--- src/rtl/dmem_arb_pkg.sv ---
// Shared types and constants for the data-memory arbiter (dmem_arbiter, dmem_arb_pick).
package dmem_arb_pkg;

    typedef enum logic [1:0] {
        IDLE  = 2'd0,
        ISSUE = 2'd1,
        WAIT  = 2'd2,
        ACK   = 2'd3
    } arb_state_e;

    localparam logic PORT_CPU = 1'b0;
    localparam logic PORT_DMA = 1'b1;

    localparam int RD_LAT_MIN = 1;
    localparam int RD_LAT_MAX = 3;

endpackage

--- src/rtl/dmem_arb_pick.sv ---
// Combinational winner select for the two memory requesters.
// DMEM_ARB_ROUND_ROBIN_EN selects round-robin tie-break; otherwise port 0 has fixed priority.
module dmem_arb_pick
    import dmem_arb_pkg::*;
(
    input  logic p0_req_i,
    input  logic p1_req_i,
    input  logic last_i,
    output logic valid_o,
    output logic win_o
);

`ifndef DMEM_ARB_ROUND_ROBIN_EN
    // Fixed priority ignores the last-grant pointer.
    logic last_unused;
    assign last_unused = last_i;
`endif

    always_comb begin
        valid_o = p0_req_i | p1_req_i;
        win_o   = PORT_CPU;
        if (p0_req_i && p1_req_i) begin
`ifdef DMEM_ARB_ROUND_ROBIN_EN
            win_o = ~last_i;
`else
            win_o = PORT_CPU;
`endif
        end else if (p1_req_i) begin
            win_o = PORT_DMA;
        end
    end

endmodule

--- src/rtl/dmem_arbiter.sv ---
// Two-port arbiter and access sequencer in front of the single-port data memory.
// Build option: DMEM_ARB_ROUND_ROBIN_EN (round-robin tie-break; default fixed priority).
module dmem_arbiter
    import dmem_arb_pkg::*;
#(
    parameter int AW     = 8,
    parameter int DW     = 32,
    parameter int RD_LAT = 1
) (
    input  logic          clk,
    input  logic          rst_n,
    input  logic          p0_req,
    input  logic          p0_we,
    input  logic [AW-1:0] p0_addr,
    input  logic [DW-1:0] p0_wdata,
    output logic          p0_ack,
    output logic [DW-1:0] p0_rdata,
    input  logic          p1_req,
    input  logic          p1_we,
    input  logic [AW-1:0] p1_addr,
    input  logic [DW-1:0] p1_wdata,
    output logic          p1_ack,
    output logic [DW-1:0] p1_rdata,
    output logic [AW-1:0] mem_address,
    output logic [DW-1:0] mem_writeData,
    output logic          mem_memwrite,
    output logic          mem_memread,
    input  logic [DW-1:0] mem_readdata,
    output logic          busy
);

    localparam int CW = 2;

    generate
        if (RD_LAT < RD_LAT_MIN || RD_LAT > RD_LAT_MAX) begin : g_bad_rd_lat
            $error("dmem_arbiter: RD_LAT must be in 1..3");
        end
    endgenerate

    arb_state_e    state_q, state_d;
    logic [CW-1:0] cnt_q, cnt_d;
    logic          win_q, win_d;
    logic          ptr_q, ptr_d;
    logic          we_q, we_d;
    logic [AW-1:0] addr_q, addr_d;
    logic [DW-1:0] wdata_q, wdata_d;
    logic [DW-1:0] rdata0_q, rdata0_d;
    logic [DW-1:0] rdata1_q, rdata1_d;

    logic          pick_valid;
    logic          pick_win;

    dmem_arb_pick u_pick (
        .p0_req_i (p0_req),
        .p1_req_i (p1_req),
        .last_i   (ptr_q),
        .valid_o  (pick_valid),
        .win_o    (pick_win)
    );

    always_ff @(posedge clk or negedge rst_n) begin
        if (!rst_n) begin
            state_q  <= IDLE;
            cnt_q    <= '0;
            win_q    <= PORT_CPU;
            ptr_q    <= PORT_DMA;
            we_q     <= 1'b0;
            addr_q   <= '0;
            wdata_q  <= '0;
            rdata0_q <= '0;
            rdata1_q <= '0;
        end else begin
            state_q  <= state_d;
            cnt_q    <= cnt_d;
            win_q    <= win_d;
            ptr_q    <= ptr_d;
            we_q     <= we_d;
            addr_q   <= addr_d;
            wdata_q  <= wdata_d;
            rdata0_q <= rdata0_d;
            rdata1_q <= rdata1_d;
        end
    end

    always_comb begin
        state_d      = state_q;
        cnt_d        = cnt_q;
        win_d        = win_q;
        ptr_d        = ptr_q;
        we_d         = we_q;
        addr_d       = addr_q;
        wdata_d      = wdata_q;
        rdata0_d     = rdata0_q;
        rdata1_d     = rdata1_q;
        mem_memwrite = 1'b0;
        mem_memread  = 1'b0;
        p0_ack       = 1'b0;
        p1_ack       = 1'b0;

        case (state_q)
            IDLE: begin
                if (pick_valid) begin
                    win_d   = pick_win;
                    ptr_d   = pick_win;
                    we_d    = (pick_win == PORT_DMA) ? p1_we    : p0_we;
                    addr_d  = (pick_win == PORT_DMA) ? p1_addr  : p0_addr;
                    wdata_d = (pick_win == PORT_DMA) ? p1_wdata : p0_wdata;
                    state_d = ISSUE;
                end
            end
            ISSUE: begin
                if (we_q) begin
                    mem_memwrite = 1'b1;
                    state_d      = ACK;
                end else begin
                    mem_memread = 1'b1;
                    if (RD_LAT == 1) begin
                        if (win_q == PORT_DMA) rdata1_d = mem_readdata;
                        else                   rdata0_d = mem_readdata;
                        state_d = ACK;
                    end else begin
                        // cnt counts the remaining WAIT cycles after the current one.
                        cnt_d   = CW'(RD_LAT - 2);
                        state_d = WAIT;
                    end
                end
            end
            WAIT: begin
                mem_memread = 1'b1;
                if (cnt_q == '0) begin
                    if (win_q == PORT_DMA) rdata1_d = mem_readdata;
                    else                   rdata0_d = mem_readdata;
                    state_d = ACK;
                end else begin
                    cnt_d = cnt_q - 1'b1;
                end
            end
            ACK: begin
                p0_ack  = (win_q == PORT_CPU);
                p1_ack  = (win_q == PORT_DMA);
                state_d = IDLE;
            end
            default: state_d = IDLE;
        endcase
    end

    assign mem_address   = addr_q;
    assign mem_writeData = wdata_q;
    assign p0_rdata      = rdata0_q;
    assign p1_rdata      = rdata1_q;
    assign busy          = (state_q != IDLE);

endmodule

--- config.mk ---
export PLATFORM = sky130hd
export DESIGN_NAME = dmem_arbiter
export DESIGN_NICKNAME = d
export VERILOG_FILES = /design/src/rtl/dmem_arb_pkg.sv /design/src/rtl/dmem_arb_pick.sv /design/src/rtl/dmem_arbiter.sv
export SDC_FILE = /design/constraint.sdc
export NUM_CORES = 1
export LEC_CHECK = 0
export ABC_AREA = 1
export ABC_CLOCK_PERIOD_IN_PS = 3300
export CAP_MARGIN = 10
export CELL_PAD_IN_SITES_DETAIL_PLACEMENT = 1
export CELL_PAD_IN_SITES_GLOBAL_PLACEMENT = 2
export CORE_ASPECT_RATIO = 1.2
export CORE_MARGIN = 2
export CORE_UTILIZATION = 24
export CTS_BUF_LIST = sky130_fd_sc_hd__clkbuf_4 sky130_fd_sc_hd__clkbuf_8 sky130_fd_sc_hd__clkbuf_16
export CTS_CLUSTER_SIZE = 16
export DETAILED_ROUTE_END_ITERATION = 10
export PLACE_DENSITY = 0.83
export SYNTH_ARGS = -nofsm -noshare
export SYNTH_HDL_FRONTEND = slang
export SYNTH_SLANG_ARGS = --single-unit
--- constraint.sdc ---
create_clock -name clk -period 3.3 [get_ports clk]
set_input_delay 0.66 -clock clk [delete_from_list [all_inputs] [get_ports clk]]
set_output_delay 0.66 -clock clk [all_outputs]
set_load 0.1 [all_outputs]
==> key figures, run 1 <==
Timing
  – Skew final: 10.0 ps
  – Post-route setup slack: 903 ps
  – Period utilization: 72.6%
  – RSZ-0062 raised after global routing: false
  – Final max-slew violation count: 0
  – Headroom to the max-slew limit: 50.2%
  – Setup tns final: 0 ps
  – Setup violations, final: 0
  – Fmax: 417 MHz
  – Final Hold Violating Endpoints: 0
  – Worst-Margin Slew: 747 ps
  – Fin crit period: 2400 ps

Worst setup path
  – CP arrival: 1740 ps
  – CP Max Fanout: 5
  – Required @ worst endpoint: 2640 ps
  – Crit Path Category: register to output pin
  – Startpoint Class: register
  – Worst r2r path cells: 9
  – Worst R2R Start: state_q[0]$_DFFE_PN0P_
  – Slack of the worst reg-to-reg path: 1020 ps
  – Worst setup EP type: output pin
  – RR Endpoint: p1_rdata[21]$_DFFE_PN0P_

Run
  – Max_cap viols: 0

Floorplan
  – Initial core utilization: 24.4%
  – # IOs: 227
  – Die Height: 164 microns
  – Full die area: 22500 sq um
  – Core region area: 21000 sq um
  – Row cnt: 58
  – DIE WIDTH: 137 microns

Global route
  – First-pass GRT wire length: 26.9 mm
  – Met3 GRT Util: 4.01%
  – Vias in the first global route: 5288
  – Global Route met1 Usage: 17.8%
  – Total global-route track usage: 15.3%
  – Largest net degree at the start of global routing: 66
  – Most used routing layer: met2
  – Number of antenna violations at the first check in global routing: 0
  – Grt ovf: 0
  – Met2 Usage GRT: 27.2%

Clocking
  – Post_cts resized: 0
  – Hold_buf cts: 0
  – Num CTS Buffers: 9
  – Root Buffer Master: clkbuf_16
  – H-tree Lvls: 3
  – Clock buffer depth: 2
  – Clock-pin slew on the worst setup and hold paths: 80 ps
  – Clk_lat worst skew: 350 ps
  – CTS sink count: 110
  – # Post-CTS Setup Buffers: 0
  – CTS tree: done

Layout
  – Commonest non-fill, non-tap cell in the layout: nand2_1
  – Final core occ: 36.8%
  – ANT cells: 0
  – Most frequent cells in the layout: nand2_1, buf_4, clkdlybuf4s50_1, dfrtp_1, nand3_1
  – Fraction of layout cells with a size suffix above 1: 16.4%
  – Final #Nets: 1009
  – Final instance area: 7710 sq um
  – Area grow syn2layout: 50.4%

Yosys
  – Ys Warns: 0
  – Synth Flop Type: dfrtp_1
  – Top-area cell type share of the netlist area: 53.7%
  – Syn nets: 796
  – Distinct cells, synth: 16
  – Asr flop ratio synth: 100%
  – Post-synth top area cell: dfrtp_1
  – Fraction of the yosys area taken by sequential cells: 53.7%
  – Yosys reg bits: 110
  – Synth area leaders: dfrtp_1, nand2_1, nand3_1
  – Syn avg cell area: 7.62 sq um
  – Cells after Synth: 673
  – Cell Area, Synth: 5120 sq um
  – EDFF count, synth: 0

Hold path
  – Hold Crit Class: input pin to async pin

Place
  – Input/output buffers: 226
  – GP Congestion: 0.736
  – Pre-CTS WS: 972 ps
  – HPWL Detailed: 12.2 mm
  – Post-DP Area: 7400 sq um

Detailed routing
  – WL/cell: 14.6 microns
  – Vias: 4963
  – Initial DRT Pass Iterations: 4
  – Drt initial violations: 148
  – Via density: 4.27
  – Routed Antenna Nets: 0
  – Drt drc: 0
  – Post-Route WL: 16.9 mm

Run status
  – Status: completed
## worst max path at each step
stage / cells past startpoint / slack [ps] / end / start
6_report: 5 / 900 / mem_memread / state_q[0]$_DFFE_PN0P_
4_1_cts: 5 / 870 / mem_memread / state_q[0]$_DFFE_PN0P_
3_5_place_dp: 5 / 970 / mem_writeData[31]$_DFFE_PN0P_ / p0_req
5_1_grt: 5 / 790 / mem_memread / state_q[0]$_DFFE_PN0P_
3_3_place_gp: 5 / 1010 / mem_writeData[31]$_DFFE_PN0P_ / p0_req
2_1_floorplan: 4 / 420 / mem_memread / state_q[0]$_DFFE_PN0P_
## routing by layer
metal	routed length, microns	vias up
met2	8370	149
met3	1250	14
met1	7030	2355
met4	278	0
li1	-	2445
met5	0	-
## area by class of cell
| class | instances | area [sq um] |
|---|---|---|
| inverter | 98 | 368 |
| clock inverter | 7 | 78.8 |
| tap | 270 | 338 |
| sequential | 110 | 2750 |
| fill | 2565 | 13300 |
| timing repair buffer | 237 | 2090 |
| clock buffer | 9 | 225 |
| multi-input combinational | 430 | 1850 |
## stage by stage
| step | cells | hold slack, ps |
|---|---|---|
| finish | 1161 | 306 |
| global route | 1161 | 360 |
| CTS | 1161 | 327 |
| detailed placement | 1145 | 461 |
| global placement | 1145 | 457 |
| floorplan | 673 | 364 |
## kinds of logic (layout without fill, tap and decap cells)
logic type,count (synthesis),after routing,synth area share (%)
adder cells (fa/ha/maj),5,5,1.22
XOR/XNOR,1,1,0.171
buffers and inverters,133,351,10.8
AND/OR/NAND/NOR,418,418,33.3
AO/OA/AOI/OAI,6,6,0.854
flip-flops,110,110,53.7
## worst max-delay path, stage by stage, from the launching register on
cell and delay [ps]:
dfrtp_1 420, inv_1 100, ha_1 340, inv_1 80, a21boi_1 150, buf_4 310
## synthesized netlist by cell type, types with 2 or more instances
cell	number
nand2_1	308
dfrtp_1	110
nand3_1	108
inv_1	94
buf_2	22
buf_4	7
clkbuf_1	6
ha_1	5
inv_2	4
a21oi_2	2
nor2_1	2
## flip-flops by register name, indices dropped and copies added, names as in the netlist
| register | count |
|---|---|
| mem_writeData | 32 |
| p0_rdata | 32 |
| p1_rdata | 32 |
| mem_address | 8 |
| cnt_q | 2 |
| state_q | 2 |
| we_q | 1 |
| win_q | 1 |
Power of run 1 is left out: the tool's default activity adds up to more than one toggle a clock period on the data nets, which glitch-free logic cannot reach.
==> run 2: changes to the inputs <==
--- a/config.mk
+++ b/config.mk
@@ -6,17 +6,17 @@
 export NUM_CORES = 1
 export LEC_CHECK = 0
 export ABC_AREA = 1
-export ABC_CLOCK_PERIOD_IN_PS = 3300
+export ABC_CLOCK_PERIOD_IN_PS = 2100
 export CAP_MARGIN = 10
 export CELL_PAD_IN_SITES_DETAIL_PLACEMENT = 1
 export CELL_PAD_IN_SITES_GLOBAL_PLACEMENT = 2
 export CORE_ASPECT_RATIO = 1.2
 export CORE_MARGIN = 2
-export CORE_UTILIZATION = 24
+export CORE_UTILIZATION = 20
 export CTS_BUF_LIST = sky130_fd_sc_hd__clkbuf_4 sky130_fd_sc_hd__clkbuf_8 sky130_fd_sc_hd__clkbuf_16
 export CTS_CLUSTER_SIZE = 16
 export DETAILED_ROUTE_END_ITERATION = 10
-export PLACE_DENSITY = 0.83
+export PLACE_DENSITY = 0.74
 export SYNTH_ARGS = -nofsm -noshare
 export SYNTH_HDL_FRONTEND = slang
 export SYNTH_SLANG_ARGS = --single-unit
==> constraint.sdc (replaced) <==
create_clock -name clk -period 2.1 [get_ports clk]
set_input_delay 0.42 -clock clk [delete_from_list [all_inputs] [get_ports clk]]
set_output_delay 0.42 -clock clk [all_outputs]
set_load 0.1 [all_outputs]
==> key figures, run 2 (synthesis results as in run 1) <==
Run status
  – Status: completed

Detailed routing
  – Post-Route WL: 17.8 mm (+5.2%)
  – WL/cell: 14.5 microns (-0.56%)
  – Routed Antenna Nets: 0 (unchanged)
  – Via density: 4.04 (-5.6%)
  – Drt initial violations: 124 (-16%)
  – Drt drc: 0 (unchanged)
  – Initial DRT Pass Iterations: 4 (unchanged)
  – Vias: 4958 (-0.10%)

Timing
  – Setup tns final: 0 ps (unchanged)
  – Headroom to the max-slew limit: 48.5% (-1.7 points)
  – Final max-slew violation count: 0 (unchanged)
  – Setup violations, final: 0 (unchanged)
  – Hold WS: 31.3 ps (-275 ps)
  – Fmax: 505 MHz
  – Fin crit period: 1980 ps
  – Worst-Margin Slew: 772 ps (+25.4 ps)
  – Skew final: 10.9 ps (+0.850 ps)
  – Period utilization: 94.3%
  – Final Hold Violating Endpoints: 0 (unchanged)
  – RSZ-0062 raised after global routing: false

Worst setup path
  – Slack of the worst reg-to-reg path: 340 ps (-680 ps)
  – Worst r2r path cells: 9 (unchanged)
  – Worst setup EP type: output pin
  – Worst R2R Start: state_q[1]$_DFFE_PN0P_
  – Critical-path top delay cell: dfrtp_1
  – Cell Chain, Critical Path: inv_2 > ha_4 > inv_1 > a21boi_4 > buf_12
  – Largest stage delay on the critical path: 440 ps (+20 ps)
  – CP Max Fanout: 5 (unchanged)
  – RR Endpoint: p0_rdata[22]$_DFFE_PN0P_
  – Critical path buffers and inverters: 3 (unchanged)
  – Startpoint Class: register
  – Worst path top cell family by delay: flip-flops
  – Required @ worst endpoint: 1680 ps (-960 ps)
  – CP startpoint: state_q[0]$_DFFE_PN0P_
  – CP arrival: 1560 ps (-180 ps)
  – Crit Path Category: register to output pin

Place
  – Input/output buffers: 226 (unchanged)
  – HPWL Detailed: 13.1 mm (+7.4%)
  – GP Congestion: 0.719 (-2.3%)
  – Post-DP Area: 7610 sq um (+2.8%)

Layout
  – Register area: 2750 sq um (about the same)
  – Final instance area: 7960 sq um (+3.2%)
  – Most frequent cells in the layout: nand2_1, buf_4, clkdlybuf4s50_1, dfrtp_1, nand3_1
  – Fraction of layout cells with a size suffix above 1: 18.0% (+1.7 points)
  – ANT cells: 0 (unchanged)
  – Final #Nets: 1016 (+0.69%)
  – Area grow syn2layout: 55.2%
  – Filler cells: 3086 (+20%)
  – Multi-input gate area in the final layout: 1900 sq um (+2.4%)
  – Commonest non-fill, non-tap cell in the layout: nand2_1
  – Final core occ: 31.3% (-5.4 points)

Floorplan
  – DIE WIDTH: 150 microns (+9.3%)
  – Core region area: 25400 sq um (+21%)
  – Die Height: 179 microns (+9.3%)
  – Full die area: 26900 sq um (+19%)
  – # IOs: 227 (unchanged)
  – Initial core utilization: 20.2% (-4.2 points)
  – Row cnt: 64 (+10%)

Clocking
  – CTS sink count: 110 (unchanged)
  – CTS tree: done
  – Clock-pin slew on the worst setup and hold paths: 80 ps (about the same)
  – Clock buffer depth: 2 (unchanged)
  – Num CTS Buffers: 9 (unchanged)
  – Root Buffer Master: clkbuf_16
  – H-tree Lvls: 3 (unchanged)
  – Hold_buf cts: 0 (unchanged)
  – Clk_lat worst skew: 360 ps (about the same)

Global route
  – Grt ovf: 0 (unchanged)
  – Number of antenna violations at the first check in global routing: 0 (unchanged)
  – First-pass GRT wire length: 28.1 mm (+4.7%)
  – Total global-route track usage: 13.4% (-1.9 points)
  – Largest net degree at the start of global routing: 47 (-29%)
  – Vias in the first global route: 5353 (+1.2%)

Hold path
  – Hold Crit Class: input pin to async pin

Run
  – Max_cap viols: 0 (unchanged)
-- run 2: cell types whose count changed in the layout (fill, tap and decap cells not counted), moves of 2 or more --
| cell | previous run | this run |
|---|---|---|
| buf_12 | 2 | 8 |
| ha_1 | 5 | 2 |
| inv_1 | 94 | 92 |
| ha_4 | 0 | 2 |
| inv_2 | 4 | 6 |
| clkinv_8 | 0 | 2 |
-- run 2: worst max path at each step --
stage	to	slack [ps]	cells past startpoint
2_1_floorplan	mem_memread	50	4
3_3_place_gp	mem_writeData[4]$_DFFE_PN0P_	70	5
3_5_place_dp	mem_address[3]$_DFFE_PN0P_	10	5
4_1_cts	mem_memread	20	5
5_1_grt	mem_memread	30	5
6_report	mem_memread	120	5
-- run 2: per-layer routing --
metal | part of all wire (%) | up-vias | global-route usage (%)
met2 | 49 | 147 | 23.9
li1 | - | 2461 | -
met5 | 0 | - | 0
met3 | 6.4 | 14 | 3.24
met4 | 1.5 | 0 | 4.21
met1 | 43 | 2336 | 15.9
-- run 2: layout make-up --
| type | instances | area share, % |
|---|---|---|
| flip-flops and latches | 110 | 34.6 |
| repair buffers | 244 | 27.9 |
| multi-input cells | 430 | 23.8 |
| well taps | 330 | 5.19 |
| inverters | 98 | 4.62 |
| clock buffers | 9 | 2.83 |
| clock inverters | 7 | 0.975 |
-- run 2: repair_timing --
| item | in CTS | in global routing |
|---|---|---|
| resized for setup | 1 | 7 |
| setup endpoints to repair | 1 | 1 |
| buffers inserted | 0 | 1 |
-- run 2: worst register-to-register path, stage by stage (launching register included) --
cell and delay [ps]:
dfrtp_2 450, inv_2 90, ha_2 190, inv_1 40, nand2_1 60, nand2_2 180, nand2_1 120, buf_4 380
nand2_1 110, nand2_1 80
-- run 2: through the flow --
stage               instances  worst slack (ps)
floorplan                 673              48.0
global placement         1211              69.6
detailed placement       1211              10.1
CTS                      1227              23.1
global route             1228              26.3
finish                   1228               120
Power of run 2 is left out for the same reason.
